`config.mk`:
```
export PLATFORM = sky130hd
export DESIGN_NAME = mpe_weight_sequencer_flat
export DESIGN_NICKNAME = d
export VERILOG_FILES = /design/src/rtl/mpe_pkg.sv /design/src/rtl/mpe_weight_sequencer_if.sv /design/src/rtl/mpe_seq_fifo.sv /design/src/rtl/mpe_weight_sequencer.sv /design/src/flat_wrapper.sv
export SDC_FILE = /design/constraint.sdc
export NUM_CORES = 1
export LEC_CHECK = 0
export CORE_MARGIN = 2
export CORE_UTILIZATION = 61
export DETAILED_ROUTE_END_ITERATION = 8
export PLACE_DENSITY_LB_ADDON = 0.15
export SLEW_MARGIN = 40
export SYNTH_ARGS = -nofsm -noshare
export SYNTH_HDL_FRONTEND = slang
export SYNTH_SLANG_ARGS = --single-unit
```
`constraint.sdc`:
```
create_clock -name clock -period 7.4 [get_ports clock]
set_clock_uncertainty 0.2 [all_clocks]
set_input_delay 2.22 -clock clock [delete_from_list [all_inputs] [get_ports clock]]
set_output_delay 2.22 -clock clock [all_outputs]
set_load 0.05 [all_outputs]
```
`src/rtl/mpe_pkg.sv`:
```
// -----------------------------------------------------------------------------
// mpe_pkg
//  Shared types and sizes for the MPE weight sequencer slice.
//   BIN_LEN    : weight width, taken from the `BIN_LEN macro (default 8); it must
//                match the shift-add multiplier's weight width.
//   TAG_LEN    : result tag width.
//   FIFO_DEPTH : default issue FIFO depth (power of two, >= 2).
//  seq_entry_t : one buffered issue {val, abs, tag}.
//  seq_state_e : issue FSM states.
//  bitlen()    : index of the highest set bit + 1 (0 for 0); this is the
//                number of shift cycles the multiplier spends on a value.
// -----------------------------------------------------------------------------
`ifndef BIN_LEN
`define BIN_LEN 8
`endif

package mpe_pkg;
    localparam int BIN_LEN    = `BIN_LEN;
    localparam int TAG_LEN    = 8;
    localparam int FIFO_DEPTH = 4;

    typedef struct packed {
        logic [BIN_LEN-1:0] val;
        logic               abs;
        logic [TAG_LEN-1:0] tag;
    } seq_entry_t;

    typedef enum logic {
        SEQ_IDLE = 1'b0,
        SEQ_WAIT = 1'b1
    } seq_state_e;

    function automatic int bitlen(input logic [BIN_LEN-1:0] v);
        int n;
        n = 0;
        for (int i = 0; i < BIN_LEN; i++)
            if (v[i]) n = i + 1;
        return n;
    endfunction
endpackage

```
`src/rtl/mpe_weight_sequencer_if.sv`:
```
// -----------------------------------------------------------------------------
// mpe_weight_sequencer_if
//  Bundles the three channels of the weight sequencer:
//   in_*  : weight input stream (valid/ready)
//   mul_* : issue channel towards the shift-add multiplier (ready/enable)
//   res_* : tagged result strobe, plus busy
//  Modports:
//   slave  : the sequencer itself
//   master : the environment (weight source, multiplier, result consumer)
// -----------------------------------------------------------------------------
interface mpe_weight_sequencer_if;
    import mpe_pkg::*;

    logic               in_valid;
    logic               in_ready;
    logic [BIN_LEN-1:0] in_weight;
    logic               in_first;
    logic [TAG_LEN-1:0] in_tag;

    logic               mul_ready;
    logic               mul_enable;
    logic [BIN_LEN-1:0] mul_weight_val;
    logic               mul_weight_abs;

    logic               res_valid;
    logic [TAG_LEN-1:0] res_tag;
    logic               busy;

    modport slave (
        input  in_valid, in_weight, in_first, in_tag, mul_ready,
        output in_ready, mul_enable, mul_weight_val, mul_weight_abs,
               res_valid, res_tag, busy
    );

    modport master (
        output in_valid, in_weight, in_first, in_tag, mul_ready,
        input  in_ready, mul_enable, mul_weight_val, mul_weight_abs,
               res_valid, res_tag, busy
    );
endinterface

```
`src/rtl/mpe_seq_fifo.sv`:
```
// -----------------------------------------------------------------------------
// mpe_seq_fifo
//  Synchronous FIFO of seq_entry_t with a show-ahead head.
//  Ports:
//   clock, reset   : rising-edge clock, async active-low reset (pointers only)
//   push / wr_data : write when not full
//   pop  / rd_data : rd_data is the current head; pop advances when not empty
//   full, empty    : derived from the registered pointers only
// -----------------------------------------------------------------------------
module mpe_seq_fifo import mpe_pkg::*; #(
    parameter int DEPTH = FIFO_DEPTH
) (
    input  logic       clock,
    input  logic       reset,
    input  logic       push,
    input  seq_entry_t wr_data,
    input  logic       pop,
    output seq_entry_t rd_data,
    output logic       full,
    output logic       empty
);
    localparam int AW = $clog2(DEPTH);

    seq_entry_t    mem [DEPTH];
    // One extra pointer bit separates full from empty.
    logic [AW:0]   wr_ptr;
    logic [AW:0]   rd_ptr;

    always_ff @(posedge clock or negedge reset) begin
        if (!reset) begin
            wr_ptr <= '0;
            rd_ptr <= '0;
        end else begin
            if (push && !full)  wr_ptr <= wr_ptr + 1'b1;
            if (pop  && !empty) rd_ptr <= rd_ptr + 1'b1;
        end
    end

    always_ff @(posedge clock) begin
        if (push && !full) mem[wr_ptr[AW-1:0]] <= wr_data;
    end

    assign rd_data = mem[rd_ptr[AW-1:0]];
    assign empty   = (wr_ptr == rd_ptr);
    assign full    = (wr_ptr[AW] != rd_ptr[AW]) && (wr_ptr[AW-1:0] == rd_ptr[AW-1:0]);
endmodule

```
`src/rtl/mpe_weight_sequencer.sv`:
```
// -----------------------------------------------------------------------------
// mpe_weight_sequencer
//  Feeds the MPE shift-add multiplier. Sorted weights arrive on bus.in_*, are
//  turned into a delta against the previous weight (or an absolute restart on
//  in_first / a descending weight), buffered, and issued using the multiplier's
//  out_ready/enable protocol. res_valid/res_tag pulse when the multiplier's
//  outputs are final for an issued entry.
//  Ports:
//   clock, reset : rising-edge clock, async active-low reset
//   bus (slave)  : in_valid/in_ready/in_weight/in_first/in_tag,
//                  mul_ready/mul_enable/mul_weight_val/mul_weight_abs,
//                  res_valid/res_tag, busy
//  Build option MPE_SEQ_ZERO_SKIP_EN: zero deltas are retired without touching
//  the multiplier (result pulses the cycle after the pop, enable stays low).
// -----------------------------------------------------------------------------
module mpe_weight_sequencer import mpe_pkg::*; (
    input  logic                         clock,
    input  logic                         reset,
    mpe_weight_sequencer_if.slave        bus
);
    seq_entry_t         in_ent;
    seq_entry_t         head;
    logic               full, empty, push, pop;
    logic               rdy_q, in_ready_w;
    logic [BIN_LEN-1:0] prev_w;
    seq_state_e         state, state_nxt;
    logic [TAG_LEN-1:0] cur_tag, skip_tag;
    logic               skip_vld, skip_set;
    logic               issue, shift_en, res_now, head_skip;

    // rdy_q keeps in_ready low while reset is held and for the first edge after.
    assign in_ready_w = rdy_q && !full;
    assign push       = bus.in_valid && in_ready_w;

    always_comb begin
        in_ent.abs = bus.in_first || (bus.in_weight < prev_w);
        in_ent.val = in_ent.abs ? bus.in_weight : bus.in_weight - prev_w;
        in_ent.tag = bus.in_tag;
    end

    always_ff @(posedge clock or negedge reset) begin
        if (!reset) begin
            prev_w <= '0;
            rdy_q  <= 1'b0;
        end else begin
            rdy_q <= 1'b1;
            if (push) prev_w <= bus.in_weight;
        end
    end

    mpe_seq_fifo #(.DEPTH(FIFO_DEPTH)) u_fifo (
        .clock   (clock),
        .reset   (reset),
        .push    (push),
        .wr_data (in_ent),
        .pop     (pop),
        .rd_data (head),
        .full    (full),
        .empty   (empty)
    );

`ifdef MPE_SEQ_ZERO_SKIP_EN
    assign head_skip = !empty && (head.val == '0) && !head.abs;
`else
    assign head_skip = 1'b0;
`endif

    // The multiplier's outputs are final exactly when it reports ready again,
    // so a result and the next load can share a cycle.
    always_comb begin
        state_nxt = state;
        issue     = 1'b0;
        pop       = 1'b0;
        skip_set  = 1'b0;
        shift_en  = 1'b0;
        res_now   = 1'b0;
        case (state)
            SEQ_IDLE: begin
                if (bus.mul_ready && !empty) begin
                    pop = 1'b1;
                    if (head_skip) begin
                        skip_set = 1'b1;
                    end else begin
                        issue     = 1'b1;
                        state_nxt = SEQ_WAIT;
                    end
                end
            end
            SEQ_WAIT: begin
                if (!bus.mul_ready) begin
                    shift_en = 1'b1;
                end else begin
                    res_now = 1'b1;
                    if (!empty && !head_skip) begin
                        pop   = 1'b1;
                        issue = 1'b1;
                    end else begin
                        state_nxt = SEQ_IDLE;
                        if (!empty) begin
                            pop      = 1'b1;
                            skip_set = 1'b1;
                        end
                    end
                end
            end
            default: state_nxt = SEQ_IDLE;
        endcase
    end

    always_ff @(posedge clock or negedge reset) begin
        if (!reset) begin
            state    <= SEQ_IDLE;
            cur_tag  <= '0;
            skip_vld <= 1'b0;
            skip_tag <= '0;
        end else begin
            state    <= state_nxt;
            skip_vld <= skip_set;
            if (issue)    cur_tag  <= head.tag;
            if (skip_set) skip_tag <= head.tag;
        end
    end

    assign bus.in_ready       = in_ready_w;
    assign bus.mul_enable     = issue || shift_en;
    assign bus.mul_weight_val = issue ? head.val : '0;
    assign bus.mul_weight_abs = issue && head.abs;
    // A skip pulse always lands in IDLE, so it never coincides with res_now.
    assign bus.res_valid      = res_now || skip_vld;
    assign bus.res_tag        = skip_vld ? skip_tag : (res_now ? cur_tag : '0);
    assign bus.busy           = !empty || (state == SEQ_WAIT) || skip_vld;
endmodule

```
`src/flat_wrapper.sv`:
```
// flat-port wrapper written by rule: the top's interface ports become plain ports
module mpe_weight_sequencer_flat import mpe_pkg::*;
  (clock, reset, bus_in_valid, bus_in_weight, bus_in_first, bus_in_tag, bus_mul_ready, bus_in_ready, bus_mul_enable, bus_mul_weight_val, bus_mul_weight_abs, bus_res_valid, bus_res_tag, bus_busy);
  mpe_weight_sequencer_if bus_i ();
  input  logic clock;
  input  logic reset;
  input wire logic [$bits(bus_i.in_valid)-1:0] bus_in_valid;
  input wire logic [$bits(bus_i.in_weight)-1:0] bus_in_weight;
  input wire logic [$bits(bus_i.in_first)-1:0] bus_in_first;
  input wire logic [$bits(bus_i.in_tag)-1:0] bus_in_tag;
  input wire logic [$bits(bus_i.mul_ready)-1:0] bus_mul_ready;
  output wire logic [$bits(bus_i.in_ready)-1:0] bus_in_ready;
  output wire logic [$bits(bus_i.mul_enable)-1:0] bus_mul_enable;
  output wire logic [$bits(bus_i.mul_weight_val)-1:0] bus_mul_weight_val;
  output wire logic [$bits(bus_i.mul_weight_abs)-1:0] bus_mul_weight_abs;
  output wire logic [$bits(bus_i.res_valid)-1:0] bus_res_valid;
  output wire logic [$bits(bus_i.res_tag)-1:0] bus_res_tag;
  output wire logic [$bits(bus_i.busy)-1:0] bus_busy;
  assign bus_i.in_valid = bus_in_valid;
  assign bus_i.in_weight = bus_in_weight;
  assign bus_i.in_first = bus_in_first;
  assign bus_i.in_tag = bus_in_tag;
  assign bus_i.mul_ready = bus_mul_ready;
  assign bus_in_ready = bus_i.in_ready;
  assign bus_mul_enable = bus_i.mul_enable;
  assign bus_mul_weight_val = bus_i.mul_weight_val;
  assign bus_mul_weight_abs = bus_i.mul_weight_abs;
  assign bus_res_valid = bus_i.res_valid;
  assign bus_res_tag = bus_i.res_tag;
  assign bus_busy = bus_i.busy;
  mpe_weight_sequencer u_core (.clock(clock), .reset(reset), .bus(bus_i));
endmodule
```
* Word-level counts from Yosys, hierarchy flattened
Memories as Yosys holds them, arrays and structs flattened. Cells that the tools add are included.
Operators by class: $lt $le $gt $ge 1, eq/ne operators 3, add/subtract/negate cells 3, reduce and logical (&&, ||, !) cells 12, bitwise logic cells 1, multiplexer cells 15
Operators by type and width (number):
- 8-bit two-way mux | 3
- 1-bit two-way mux | 10
- 8-bit less-than comparator | 1
- 8-bit subtractor | 1
- 1-bit logical AND | 7
- 3-bit by 1-bit adder with 3-bit output (second input constant) | 2
- 1-bit case mux with 2 select lines | 2
- 3-bit equality test | 1
- 1-bit logical OR | 3
- 2-bit equality test | 1
- 1-bit zero test | 2
- 1-bit inequality test | 1
- 1-bit NOT | 1
Word-level totals: memory bits (writable) 68, flip-flop bits (word level) 24, word-level logic and storage cells 42, output and inout bits 21, bits of input ports 21, memories kept 1
Memories:
- u_core.u_fifo.mem | depth 4, bits a word 17, read ports 1, clocked after memory_dff 0, write ports 1, line mpe_seq_fifo.sv:24 | seq_entry_t mem [DEPTH];

* Logic depth before layout (Yosys ltp)
Gate-level depths: netlist of the first run.
word-level depth 8, gate-level depth with buffers 8

* Hierarchy
From an unflattened synthesis of the first run, not the netlist that was laid out.
Unflattened totals: cell total of the unflattened synthesis 274, area total of the unflattened synthesis 4191.5 µm²
Modules (own cells, without submodules):
- mpe_seq_fifo | seq. area each 2192.1 µm², cells an instance 137, area an instance 2971.6 µm², times used 1
- mpe_weight_sequencer | seq. area each 450.4 µm², cells an instance 137, area an instance 1219.9 µm², times used 1

* Worst setup path before layout of the first run
No wires, ideal clock.
path type input -> output, start point input port bus_mul_ready, end point output port bus_mul_enable, slack 1.301 ns, arrival 3.679 ns, data required time 4.980 ns, cell stages on the path 3, cell sequence clkbuf_1 > clkbuf_1 > o21ai_0
Between the ends: word-level cells in the longest chain between the ends 4, elaborated cells on any way between the ends 7
RTL lines:
- start: declaration | line flat_wrapper.sv:11 | input wire logic [$bits(bus_i.mul_ready)-1:0] bus_mul_ready;
- 1-bit logical AND | line mpe_weight_sequencer.sv:79 | if (bus.mul_ready && !empty) begin
- 1-bit two-way mux | line mpe_weight_sequencer.sv:79
- 1-bit case mux with 2 select lines | line mpe_weight_sequencer.sv:77 | case (state)
- 1-bit logical OR * | line mpe_weight_sequencer.sv:125 | assign bus.mul_enable = issue || shift_en;
- end: declaration | line flat_wrapper.sv:13 | output wire logic [$bits(bus_i.mul_enable)-1:0] bus_mul_enable;
Every way passes the cells marked *; elsewhere a longest branch is shown, timed or not.

* Worst setup path after layout of the first run
Ends and elaborated chain as after synthesis.

==> flow_metrics.tcl, run 1 <==
set metrics [dict create \
    synth_top_area_share_pct 49.31 \
    io_buffers 41 \
    critPathSlowestCell "clkdlybuf4s50_1" \
    synth.most_common_cell "edfxtp_1" \
    cts_htree_levels 3 \
    required_ns 4.98 \
    p_leak_nw 1.828 \
    rows 30 \
    clock_sinks 92 \
    cts_root_buffer "clkbuf_8" \
    slowest_delay_ns 0.90 \
    final_nets 326 \
    grt_pass1_vias 2276 \
    fillers 446 \
    place_congestion 0.8450 \
    antenna_found_initial 0 \
    grt_overflow 0 \
    internal_power_mw 1.242 \
    crit_buf_inv 2 \
    start_kind "primary input" \
    crit_fanout 21 \
    dp_hpwl_um 4596 \
    async_flop_share_pct 26.09 \
    final_util_pct 72.28 \
    final-setup-viol-count 0 \
    synth-seq-cells 92 \
    power.density_mw_per_mm2 413.2 \
    netlist_area_sq_mm 0.004141 \
    synth.largest_area_cell "edfxtp_1" \
    clk_latency_ns 0.36 \
    endpoint_kind "primary output" \
    fmax_mhz 149.3 \
    synth.top_cells.by_count "68 x edfxtp_1, 24 x dfrtp_1, 22 x and3_1" \
    comb_power_share_pct 45.2 \
    wire_per_inst_um 18.49 \
    die_h_um 86.40 \
    drv_cap 0 \
    drc_errors 0 \
    dieWidth_um 86.40 \
    yosysWarnings 0 \
    drv_slew 0 \
    vdd_ir_drop_max_mv 0.2305 \
    cts_setup_buffers 0 \
    grt.total_usage_pct 21.03 \
    p_seq_share_pct 38.7 \
    rsz0062_at_grt "no" \
    dp_slack_ns 0.6811 \
    stdcell_area_sq_mm 0.004830 \
    coreArea_sq_mm 0.006681 \
    initial_core_util_pct 61.99 \
    synth-edff-count 68 \
    arrival_ns 4.28 \
    multi_input_area_sq_mm 0.001399 \
    relSlewSlack_pct 55.64 \
    hp-class "flip-flop to flip-flop" \
    firstDrtPassIters 4 \
    grt_max_degree 25 \
    syn_area_per_cell_sq_um 17.04 \
    p_sw_mw 0.7533 \
    ys_seq_area_share_pct 63.81 \
    synth_area_leaders "edfxtp_1 49%, dfrtp_1 15%, mux4_2 9.2%" \
    ant_nets 0 \
    crit_family "buffers and inverters" \
    clk_pin_slew_ns 0.09 \
    post-route-period-util_pct 90.53 \
    antenna_cells 0 \
    cts-resized-gates 0 \
    vias_per_cell 5.827 \
    place_area_sq_mm 0.004638 \
    synth_cells 243 \
    worst_path_most_repeated_cell "clkdlybuf4s50_1" \
    ys_types 41 \
    finalHoldViolations 0 \
    status "complete, no violations" \
    p_sw_share_pct 37.75 \
    fin_setup_tns_ns 0 \
    syn_nets 278 \
    setup_slack_ns 0.7007 \
    pin_count 42 \
    crit_type "primary input to primary output" \
    die-area_sq_mm 0.007464 \
    ys.flop_type "edfxtp_1" \
    worst_pin_slew_ns 0.6634 \
    crit_chain "clkdlybuf4s50_1 -> nand2_1 -> o21ai_0 -> clkdlybuf4s50_1" \
    clockPowerShare_pct 16.1 \
    postCtsHoldBufs 0 \
    initialDrtViolationCount 193 \
    clockBufferDepth 2 \
    cts_made_buffers 9 \
    regArea_sq_mm 0.002644 \
    min_period_ns 6.699 \
    wl_um 6952 \
    cts_tree "built" \
    grt_pass1_wl_um 11410 \
    layout-drive-gt1-share_pct 24.32 \
    vias 2191 \
    area_growth_pct 16.62 \
]
==> through the flow <==
step                      std cells  hold slack [ns]  power [mW]
after global routing            376           0.3239       2.114
final                           376           0.2997       1.996
after CTS                       376           0.3005       2.011
after detailed placement        360           0.2794       1.694
after floorplan                 243           0.2617       1.466
after global placement          360           0.2749       1.665
==> sequential cells by signal, indices dropped and copies added (netlist names) <==
| register | cells |
|---|---|
| u_core.cur_tag | 8 |
| u_core.prev_w | 8 |
| u_core.rdy_q | 1 |
| u_core.u_fifo.rd_ptr | 3 |
| u_core.state | 1 |
| u_core.u_fifo.wr_ptr | 3 |
| u_core.u_fifo.mem | 68 |
==> power by group through the flow <==
stage          Clock, mW  Sequential (mW)  Combinational (mW)
6_report           0.321            0.773               0.902
2_1_floorplan          0            0.748               0.718
5_1_grt            0.345            0.790               0.980
3_5_place_dp           0            0.786               0.909
4_1_cts            0.326            0.774               0.910
3_3_place_gp           0            0.779               0.886
==> layout make-up <==
type / instances / share of cell area, %
Tap cell: 80 / 2.073
Inverter: 15 / 1.166
Multi-Input combinational cell: 128 / 28.96
Sequential cell: 92 / 54.74
Clock buffer: 9 / 2.565
Clock inverter: 7 / 1.373
Timing Repair Buffer: 45 / 9.119
==> per-layer routing <==
layer  track usage [%]  up-vias  wire length [um]
met5                 0        -                 0
met4             10.37        0               136
met3             3.238       11               243
met2             34.27       47              3444
met1             27.93     1105              3129
li1                  -     1028                 -
==> placed cells by master (no fill, tap or decap), types with 2 or more instances in the layout <==
cell,instances
and3_1,18
nor2_1,4
dfrtp_1,23
o21ai_0,4
mux4_2,17
ha_1,13
mux2_2,16
mux2i_1,3
nand2_1,2
xor2_1,3
mux2_4,6
nand3b_1,2
a21oi_1,4
clkbuf_8,9
inv_8,3
and3_2,4
nand3_1,2
inv_1,15
edfxtp_1,68
nor3_1,2
o21a_1,2
clkinvlp_4,2
buf_4,4
clkdlybuf4s50_1,41
xnor2_1,7
==> worst reg2reg max path: cells and delay by family, from the launching register on <==
kind            cells  cell delay [ns]
fa+ha+maj           2             0.66
compound gates      3             0.61
mux                 1             0.43
flops               1             0.39
simple gates        1             0.15
==> cells by family (layout without fill, tap and decap cells) <==
logic type / count (synthesis) / count (layout) / synth area share (%)
buffers and inverters: 23 / 76 / 2.538
adder cells (fa/ha/maj): 14 / 14 / 4.411
other: 1 / 1 / 0.09055
AND/OR/NAND/NOR: 40 / 40 / 6.133
flip-flops: 92 / 92 / 63.81
AO/OA/AOI/OAI: 20 / 20 / 4.139
multiplexers: 43 / 43 / 16.77
XOR/XNOR: 10 / 10 / 2.115
==> final timing paths <==
path                                    startpoint                      end  slack [ns]  cells after the start
max                                  bus_mul_ready           bus_mul_enable        0.70                      4
min                        u_core.u_fifo.wr_ptr[2]  u_core.u_fifo.wr_ptr[2]        0.30                      1
max reg2reg                       u_core.prev_w[0]  u_core.u_fifo.mem[0][9]        4.74                      7
min reg2reg                u_core.u_fifo.wr_ptr[2]  u_core.u_fifo.wr_ptr[2]        0.30                      1
max in group asynchronous                    reset  u_core.u_fifo.rd_ptr[0]        4.68                      2
min in group asynchronous                    reset        u_core.cur_tag[5]        2.03                      2
Note: power is estimated with default switching activity, not from simulation.
==> run 2: changes to the inputs <==
==> constraint.sdc (replaced) <==
create_clock -name clock -period 7.4 [get_ports clock]
set_clock_uncertainty 0.2 [all_clocks]
set_input_delay 2.22 -clock clock [delete_from_list [all_inputs] [get_ports clock]]
set_output_delay 2.22 -clock clock [all_outputs]
set_load 0.01 [all_outputs]
==> run 2 against run 1 <==
Register-to-register slack barely moved. Setup slack gained 0.23 ns. Combinational power shrank 13%. Largest power group unchanged.
==> flow_metrics.tcl, run 2 (synthesis results as in run 1) <==
set metrics [dict create \
    arrival_ns 4.05 \
    rsz0062_at_grt "no" \
    power.density_mw_per_mm2 393.8 \
    status "complete, no violations" \
    grt.total_usage_pct 21.13 \
    setup_slack_ns 0.9323 \
    cts_made_buffers 9 \
    wire_per_inst_um 19.48 \
    relSlewSlack_pct 66.61 \
    place_congestion 0.8401 \
    vdd_ir_drop_max_mv 0.2357 \
    dieWidth_um 86.40 \
    grt_max_degree 25 \
    endpoint_kind "primary output" \
    clockBufferDepth 2 \
    grt_pass1_vias 2244 \
    min_period_ns 6.468 \
    final_util_pct 72.79 \
    coreArea_sq_mm 0.006681 \
    grt_overflow 0 \
    pin_count 42 \
    rows 30 \
    mostFrequentLayoutCell "edfxtp_1" \
    final-setup-viol-count 0 \
    vias 2214 \
    drc_errors 0 \
    p_leak_nw 1.849 \
    antenna_found_initial 0 \
    grt_pass1_wl_um 11500 \
    wl_um 7324 \
    dp.cells 360 \
    fillers 423 \
    dp_slack_ns 0.9317 \
    io_buffers 41 \
    required_ns 4.98 \
    clk_pin_slew_ns 0.08 \
    initial_core_util_pct 61.99 \
    cts_htree_levels 3 \
    drv_slew 0 \
    cts-resized-gates 0 \
    clk_latency_ns 0.35 \
    post-route-period-util_pct 87.40 \
    final_nets 326 \
    final_cells 376 \
    die-area_sq_mm 0.007464 \
    vias_per_cell 5.888 \
    cts_root_buffer "clkbuf_8" \
    hp-class "flip-flop to flip-flop" \
    firstDrtPassIters 5 \
    finalHoldViolations 0 \
    worst_pin_slew_ns 0.4996 \
    postCtsHoldBufs 0 \
    antenna_cells 0 \
    layout-drive-gt1-share_pct 23.65 \
    ant_nets 0 \
    fin_setup_tns_ns 0 \
    largest_register_ffs 68 \
    crit_fanout 21 \
    power.total_mw 1.915 \
    fmax_mhz 154.6 \
    start_kind "primary input" \
    cts_tree "built" \
    initialDrtViolationCount 136 \
    dp_hpwl_um 4791 \
    die_h_um 86.40 \
    cts_setup_buffers 0 \
    clock_sinks 92 \
    final_cell_mix "68 x edfxtp_1, 41 x clkdlybuf4s50_1, 24 x dfrtp_1, 18 x and3_1, 17 x mux4_2" \
    crit_type "primary input to primary output" \
    drv_cap 0 \
    area_growth_pct 17.43 \
]
-- run 2: cell type report --
cell class / instances / area (sq um) / area share, %
clock inverters: 5 / 83.83 / 1.724
clock buffers: 11 / 141.4 / 2.907
inverters: 15 / 56.30 / 1.158
flip-flops and latches: 92 / 2643 / 54.33
well taps: 80 / 100.1 / 2.058
repair buffers: 45 / 440.4 / 9.056
multi-input cells: 128 / 1399 / 28.76
-- run 2: report_power, final --
part / switching [mW] / leakage (nW) / internal (mW)
registers: 0.0589 / 0.896 / 0.700
clock network: 0.171 / 0.111 / 0.201
logic: 0.375 / 0.842 / 0.410
total: 0.605 / 1.85 / 1.31
-- run 2: path summary, 6_finish.rpt --
path                                   from                        to  slack, ns  depth (start not counted)
hold / removal             u_core.prev_w[5]          u_core.prev_w[5]       0.31                          1
min in group asynchronous             reset         u_core.cur_tag[6]       2.05                          2
hold reg to reg            u_core.prev_w[5]          u_core.prev_w[5]       0.31                          1
setup / recovery              bus_mul_ready            bus_mul_enable       0.93                          5
max in group asynchronous             reset   u_core.u_fifo.rd_ptr[1]       4.67                          2
setup reg to reg           u_core.prev_w[0]  u_core.u_fifo.mem[0][10]       4.73                          7
-- run 2: stage by stage --
step | hold slack [ns] | area [sq um]
2_1_floorplan | 0.2617 | 4141
3_3_place_gp | 0.2757 | 4633
3_5_place_dp | 0.2886 | 4638
4_1_cts | 0.3034 | 4863
5_1_grt | 0.3252 | 4863
6_report | 0.3098 | 4863
-- run 2: per-layer routing --
metal / vias up / wire length [um] / share of wire, % / global-route usage [%]
met5: - / 0 / 0 / 0
met4: 0 / 125 / 1.7 / 6.960
met3: 11 / 215 / 2.9 / 4.667
met2: 52 / 3738 / 51 / 35.52
met1: 1126 / 3244 / 44 / 27.61
li1: 1025 / - / - / -
-- run 2: worst max-delay path: stages --
cell,delay (ns)
clkdlybuf4s50_1,0.46
buf_4,0.22
nand2_1,0.35
o21ai_0,0.22
clkdlybuf4s50_1,0.57
==> RTL change (flow settings as in run 1) <==
Change the macro `BIN_LEN` from 8 to 16. Comments in the files are not updated.
--- a/src/rtl/mpe_pkg.sv
+++ b/src/rtl/mpe_pkg.sv
@@ -13,3 +13,3 @@
 `ifndef BIN_LEN
-`define BIN_LEN 8
+`define BIN_LEN 16
 `endif
Interface: changed (resized bus_in_weight and bus_mul_weight_val); port bits go from 42 to 58. The function was not compared with the original's and may differ.
==> RTL change against run 1 <==
Cell area grew 51%. Cell count grew 60%. Total power grew 64%. Count of clock-buffer cells in the layout grew 11. Routed wire length grew 58%. Setup slack gained 0.64 ns. Synthesized area grew 45%. Sequential cell count grew 40.
==> RTL change: results (changes against run 1) <==
| Item | This run | Change |
|---|---|---|
| Met3 layer wire length in the routed design | 511 um | +110% |
| Clock-pin slew reported for the worst setup and hold paths after clock tree synthesis | 0.06 ns | -0.03 ns |
| Aggregate global-route resource usage | 0.227 | +0.0171 |
| Length in cells of the worst reg-to-reg path | 9 | +2 |
| Nets | 507 | +56% |
| Count of endpoints failing hold in the final timing report | 0 | unchanged |
| FF-to-FF End | u_core.u_fifo.mem[2][12] |  |
| Later-pin clock latency in the skew report | 0.51 ns | +0.15 ns |
| Vias in the first global route | 3562 | +57% |
| Post-CTS resize count | 0 | unchanged |
| Routed wl met2 | 5690 um | +65% |
| Fin cells | 602 | +60% |
| Max transition margin | 0.600 | +0.0437 |
| Share of the yosys chip area belonging to registers | 0.632 | -0.00605 |
| LEAKAGE | 0.00280 uW | +53% |
| Fraction of registers with async set/reset | 0.242 | -0.0184 |
| Worst min-delay path startpoint | u_core.u_fifo.wr_ptr[2] |  |
| Class of the tightest hold or removal check | reg -> reg |  |
| HPWL after detailed placement | 7130 um | +55% |
| Synthesized instance count | 386 | +59% |
| I/O Buffers | 57 | +39% |
| Critical-path maximum fanout | 29 | +38% |
| Instance area at placement | 6750 um2 | +45% |
| Slew Viols, Final | 0 | unchanged |
| Wire length of the first global-routing pass | 17600 um | +54% |
| Final worst hold slack | 0.286 ns | -0.0137 ns |
| Largest register FFs | 100 | +47% |
| Total gr overflow | 0 | unchanged |
| Endpoint of the worst hold-timing path | u_core.u_fifo.wr_ptr[2] |  |
| Reg-to-reg critical path startpoint | u_core.prev_w[0] |  |
| Register-to-register setup slack | 3.78 ns | -0.96 ns |
| Most common flop cell mapped by yosys | edfxtp_1 |  |
| Total CTS buffers | 17 | +8 |
| Maximum resistive drop on vdd | 0.210 mV | -8.7% |
| Ys Warns | 0 | unchanged |
| Biggest area contributors in the synthesized netlist | edfxtp_1 (50%), dfrtp_1 (13%), mux4_2 (9.4%), mux2_2 (5.2%), ha_1 (4.4%) |  |
| RePlAce Congestion | 0.838 | -0.79% |
| Synth unique cells | 40 | -2.4% |
| M1 WL | 4610 um | +47% |
| Outcome | completed |  |
| Number of antenna violations at the first check in global routing | 0 | unchanged |
| Net count of the mapped netlist | 437 | +57% |
| Post-Place Cells | 570 | +58% |
| Number of flops mapped to enable cells by yosys | 100 | +47% |
| Highest layer used for signal routing | met4 |  |
| Maximum buffer depth of the clock tree | 2 | unchanged |
| WL final | 11000 um | +58% |
| Starting DRT DRC Count | 194 | +0.52% |
| Mean number of vias per cell | 5.71 | -2.0% |
| Number of stages on the worst hold path | 1 | unchanged |
| CTS H-tree depth | 4 | +1 |
| Filler cells | 590 | +32% |
| CTS Root Cell | clkbuf_8 |  |
| Pin count of the biggest net entering global routing | 33 | +32% |
| Commonest cells post-synth | edfxtp_1 (100), dfrtp_1 (32), and3_1 (29) |  |
| Share of final-layout standard cells stronger than drive strength 1 | 0.220 | -0.0236 |
| Arrival time of data at the critical path endpoint | 3.64 ns | -0.64 ns |
RTL change: logic make-up (layout without fill, tap and decap cells):
group | count (synthesis) | count (layout) | share of synthesized area
xor+xnor | 20 | 20 | 0.0291
mux | 53 | 53 | 0.146
compound gates | 48 | 48 | 0.0563
simple gates | 73 | 73 | 0.0628
buf+inv | 37 | 120 | 0.0262
flops | 132 | 132 | 0.632
fa+ha+maj | 22 | 22 | 0.0470
other cells | 1 | 1 | 0.000623
RTL change: area by class of cell:
type / count / area (um2) / area share
clock inverter: 12 / 131 / 0.0180
inverter: 22 / 82.6 / 0.0113
sequential: 132 / 3800 / 0.520
timing repair buffer: 66 / 631 / 0.0863
tap: 133 / 166 / 0.0228
multi-input combinational: 217 / 2060 / 0.282
clock buffer: 20 / 435 / 0.0596
RTL change: layer usage:
| metal | up-vias | track usage |
|---|---|---|
| li1 | 1609 | - |
| met1 | 1711 | 0.289 |
| met2 | 103 | 0.382 |
| met3 | 15 | 0.0585 |
| met4 | 0 | 0.0830 |
| met5 | - | 0 |
RTL change: metrics by stage:
step                      total power [uW]  setup slack, ns   util
after floorplan                       2150             1.29      -
after global placement                2450            0.705  0.697
after detailed placement              2500            0.612  0.697
after CTS                             3300            0.622  0.755
after global routing                  3470             1.28  0.755
final                                 3280             1.34  0.755
RTL change: how the worst max path moves through the flow:
stage | to | startpoint | slack [ns]
after floorplan | bus_mul_enable | bus_mul_ready | 1.29
after global placement | bus_mul_weight_val[11] | bus_mul_ready | 0.71
after detailed placement | bus_mul_weight_abs | bus_mul_ready | 0.61
after CTS | bus_mul_weight_val[10] | bus_mul_ready | 0.62
after global routing | bus_mul_weight_abs | bus_mul_ready | 1.28
final | bus_mul_weight_val[10] | bus_mul_ready | 1.34
RTL change: worst max-delay path, cell delays in order:
cell and delay [ns]:
buf_2 0.36, and3_1 0.23, clkdlybuf4s50_1 0.82
RTL change: power by group:
| group | switching, uW | internal [uW] | leakage, uW | total [uW] |
|---|---|---|---|---|
| Sequential | 102 | 1020 | 0.00128 | 1120 |
| Combinational | 780 | 591 | 0.00124 | 1370 |
| Clock | 298 | 488 | 0.000279 | 787 |
